==> src/rtl/inst_fetch_queue.sv <==
// inst_fetch_queue: FIFO of fetched {pc, instr} pairs between fetch and decode, with flush.
module inst_fetch_queue #(
    parameter int DEPTH = 4,
    parameter int CNTW  = 3
) (
    input  logic            clk,
    input  logic            rst,
    input  logic            flush,
    input  logic            if_valid,
    input  logic [31:0]     if_pc,
    input  logic [31:0]     if_instr,
    output logic            if_ready,
    output logic            id_valid,
    output logic [31:0]     id_pc,
    output logic [31:0]     id_instr,
    input  logic            id_ready,
    output logic [CNTW-1:0] count
);
    localparam int PW = $clog2(DEPTH);
    localparam logic [CNTW-1:0] FULL = CNTW'(DEPTH);
    logic [31:0] pc_mem [DEPTH];
    logic [31:0] instr_mem [DEPTH];
    logic [PW-1:0] head, tail;
    logic push, pop;
    assign if_ready = count != FULL;
    assign id_valid = count != '0;
    assign push     = if_valid & if_ready & ~flush;
    assign pop      = id_valid & id_ready & ~flush;
    // empty queue presents zeros so decode sees a NOP
    assign id_pc    = id_valid ? pc_mem[head] : 32'h0;
    assign id_instr = id_valid ? instr_mem[head] : 32'h0;
    always_ff @(posedge clk) begin
        if (rst || flush) begin
            head  <= '0;
            tail  <= '0;
            count <= '0;
        end else begin
            if (push) tail <= tail + 1'b1;
            if (pop) head <= head + 1'b1;
            count <= count + CNTW'(push) - CNTW'(pop);
        end
    end
    always_ff @(posedge clk) begin
        if (push && !rst) begin
            pc_mem[tail]    <= if_pc;
            instr_mem[tail] <= if_instr;
        end
    end
endmodule

==> config.mk <==
export PLATFORM = sky130hd
export DESIGN_NAME = inst_fetch_queue
export DESIGN_NICKNAME = d
export VERILOG_FILES = /design/src/rtl/inst_fetch_queue.sv
export SDC_FILE = /design/constraint.sdc
export NUM_CORES = 1
export LEC_CHECK = 0
export BUFFER_PORTS_ARGS = -buffer_cell sky130_fd_sc_hd__buf_2
export CAP_MARGIN = 20
export CORE_AREA = 8 8 139 141
export CTS_CLUSTER_DIAMETER = 150
export DETAILED_ROUTE_END_ITERATION = 10
export DIE_AREA = 0 0 147 149
export GPL_ROUTABILITY_DRIVEN = 0
export PLACE_DENSITY = 0.89
export SKIP_CTS_REPAIR_TIMING = 1
export SLEW_MARGIN = 20
export SYNTH_ARGS = -nofsm -noshare
export SYNTH_HDL_FRONTEND = slang
export SYNTH_SLANG_ARGS = --single-unit
export TNS_END_PERCENT = 1
==> constraint.sdc <==
create_clock -name clk -period 19.5 [get_ports clk]
set_clock_uncertainty 0.05 [all_clocks]
set_input_delay 3.9 -clock clk [delete_from_list [all_inputs] [get_ports clk]]
set_output_delay 3.9 -clock clk [all_outputs]
set_load 0.05 [all_outputs]
==> metrics.md <==
| Metric | Value |
|---|---|
| Status | completed |
| Sequential-to-total area share from yosys stat | 0.770 |
| CTS tree | built |
| WP data required | 15.55 ns |
| Pleak | 4.13 nW |
| Share of post-route cells with drive strength above 1 | 0.403 |
| VDD IR-drop max | 74.4 uV |
| DIE AREA | 21900 um^2 |
| # IOs | 138 |
| Synth cell types | 25 |
| Synth warn | 0 |
| R2R Setup Slk | 16.79 ns |
| Core area | 17100 um^2 |
| Slew headroom | 0.377 |
| Final setup vio count | 0 |
| Syn Nets | 529 |
| Critical Path AT | 3.04 ns |
| Die H | 149 um |
| # DRC | 0 |
| Crit Path Max Fanout | 36 |
| Critical Path Sink Type | primary output |
| Detailed Route Iter0 Violations | 294 |
| Vias in the first global route | 5360 |
| Worst setup path category | reg2out |
| Max-Cap Viols | 0 |
| WL/cell | 22.4 um |
| DRT antenna net count | 0 |
| Remaining global-route overflow | 0 |
| Mapped Area | 10200 um^2 |
| Initial antenna violation count | 3 |
| Slew @ Worst Pin | 0.934 ns |
| Die width | 147 um |
| Min Tclk post-route | 6.99 ns |
| Drt via density | 5.68 |
| Nets | 681 |
| PD cells | 97.9 nW/um^2 |
| Setup TNS Final | 0 ns |
| Core Util, Final | 0.697 |
| Worst hold path cell count | 2 |
| DP Wirelength | 11800 um |
| Fmax | 143 MHz |
| Reg2reg path depth | 10 |
| CTS sink cnt | 265 |
| Clock buffer depth | 3 |
| CTS Buf Count | 26 |
| Cells after synthesis | 453 |
| Routed via count | 4819 |
| Inst Count DP | 802 |
| Fin. max-slew vios | 0 |
| Final Instance Count excl. Fillers | 849 |
| Root buffer cell | clkbuf_16 |
| Reg clk slew, reported paths | 0.06 ns |
| WL final | 19000 um |
| HP Class | reg2reg |
| Area Growth Syn to Fin | 16.5% |
| Final Cycle Share | 0.358 |
| Startpoint Class | flip-flop |
| Clock latency on the worst-skew pair | 0.51 ns |
| First-pass GRT wire length | 29700 um |
| Drt pass-1 iters | 5 |
| Post-Syn Area per Cell | 22.5 um^2 |
| Initial Utilization | 0.599 |
| RSZ-0062 raised after global routing | false |
| Number of synthesized register bits | 265 |
| I/O Buffers | 137 |
| H-tree level count | 1 |
| Final Hold Vio Count | 0 |
| Core Rows | 48 |
| Largest net degree at the start of global routing | 66 |
| Gr usage total | 0.174 |
metal layers:
| metal | part of all wire | GRT usage | up-vias |
|---|---|---|---|
| li1 | - | - | 2135 |
| met4 | 0.015 | 0.0464 | 4 |
| met2 | 0.53 | 0.310 | 163 |
| met1 | 0.39 | 0.209 | 2489 |
| met5 | 0.0014 | 0 | - |
| met3 | 0.070 | 0.0419 | 28 |
cell usage in the layout (no fill, tap or decap):
cell	netlist	routed
and2_1	66	66
buf_2	6	137
buf_4	0	9
bufinv_16	0	2
clkbuf_1	8	4
clkbuf_16	0	27
clkinv_1	0	6
clkinv_2	0	7
dfxtp_1	9	7
dfxtp_4	0	2
diode_2	0	1
edfxtp_1	256	256
fa_1	1	1
ha_1	6	6
inv_1	4	4
mux2i_1	2	2
mux4_1	4	4
mux4_2	60	60
nand2_1	4	4
nand3b_2	1	1
nor2_1	2	2
nor3_1	4	4
nor3b_2	0	4
o311ai_0	1	1
o31ai_1	1	1
or3_4	0	1
or3b_2	1	1
xnor2_1	2	2
xor2_1	2	2
sequential cells by signal (all words and copies together) (netlist names), named ones only:
name / count
head: 2
pc_mem: 128
count: 3
instr_mem: 128
tail: 2
critical path, stage by stage, from the launching register on:
cell,delay [ns]
dfxtp_4,0.84
buf_4,0.61
mux4_1,0.67
and2_1,0.19
buf_2,0.21
final timing paths:
| path | start | to |
|---|---|---|
| worst min-delay path | tail[1] | tail[1] |
| worst max-delay path | flip-flop | id_pc[0] |
| worst max register to register | count[2] | count[2] |
| worst min register to register | tail[1] | tail[1] |
layout make-up:
class | count | area, um^2
repair buffers | 146 | 753
well taps | 225 | 282
inverters | 4 | 15.0
fillers | 1051 | 5160
flip-flops and latches | 265 | 7880
diodes | 1 | 2.50
clock buffers | 31 | 691
multi-input cells | 162 | 2160
clock inverters | 15 | 118
kinds of logic after synthesis:
family	share of synthesized area
flip-flops	0.770
AND/OR/NAND/NOR	0.0501
multiplexers	0.145
buffers and inverters	0.0207
adder cells (fa/ha/maj)	0.00931
XOR/XNOR	0.00343
AO/OA/AOI/OAI	0.00159
through the flow:
stage / hold WS, ns / total power, mW / setup WS, ns / cell area (um^2)
2_1_floorplan: 0.421 / 0.684 / 9.95 / 10200
3_3_place_gp: 0.429 / 0.703 / 13.04 / 11100
3_5_place_dp: 0.469 / 0.706 / 12.96 / 11100
4_1_cts: 0.476 / 1.17 / 12.41 / 11900
5_1_grt: 0.508 / 1.20 / 12.25 / 11900
6_report: 0.487 / 1.16 / 12.51 / 11900
Yosys cell counts:
master	count	area (um^2)
mux4_1	4	105
edfxtp_1	256	7690
and2_1	66	413
buf_2	6	30.0
buf_12	6	120
ha_1	6	75.1
o311ai_0	1	8.76
o31ai_1	1	7.51
nand2_1	4	15.0
or3_1	1	6.26
clkbuf_1	8	30.0
xnor2_1	2	17.5
mux2i_1	2	20.0
inv_1	4	15.0
buf_6	1	11.3
dfxtp_1	9	180
nand3b_2	1	11.3
fa_1	1	20.0
mux4_2	60	1350
nor3_1	4	20.0
nor2_1	2	7.51
nor3b_1	4	30.0
clkbuf_2	1	5.00
or3b_2	1	8.76
xor2_1	2	17.5
power breakdown:
group	internal (mW)	leakage, nW	total, mW	switching [mW]
Combinational	0.0190	1.34	0.0611	0.0420
Clock	0.277	0.402	0.471	0.194
Sequential	0.630	2.39	0.632	0.00244
Total	0.925	4.13	1.16	0.239
(Power assumes the default switching activity.)
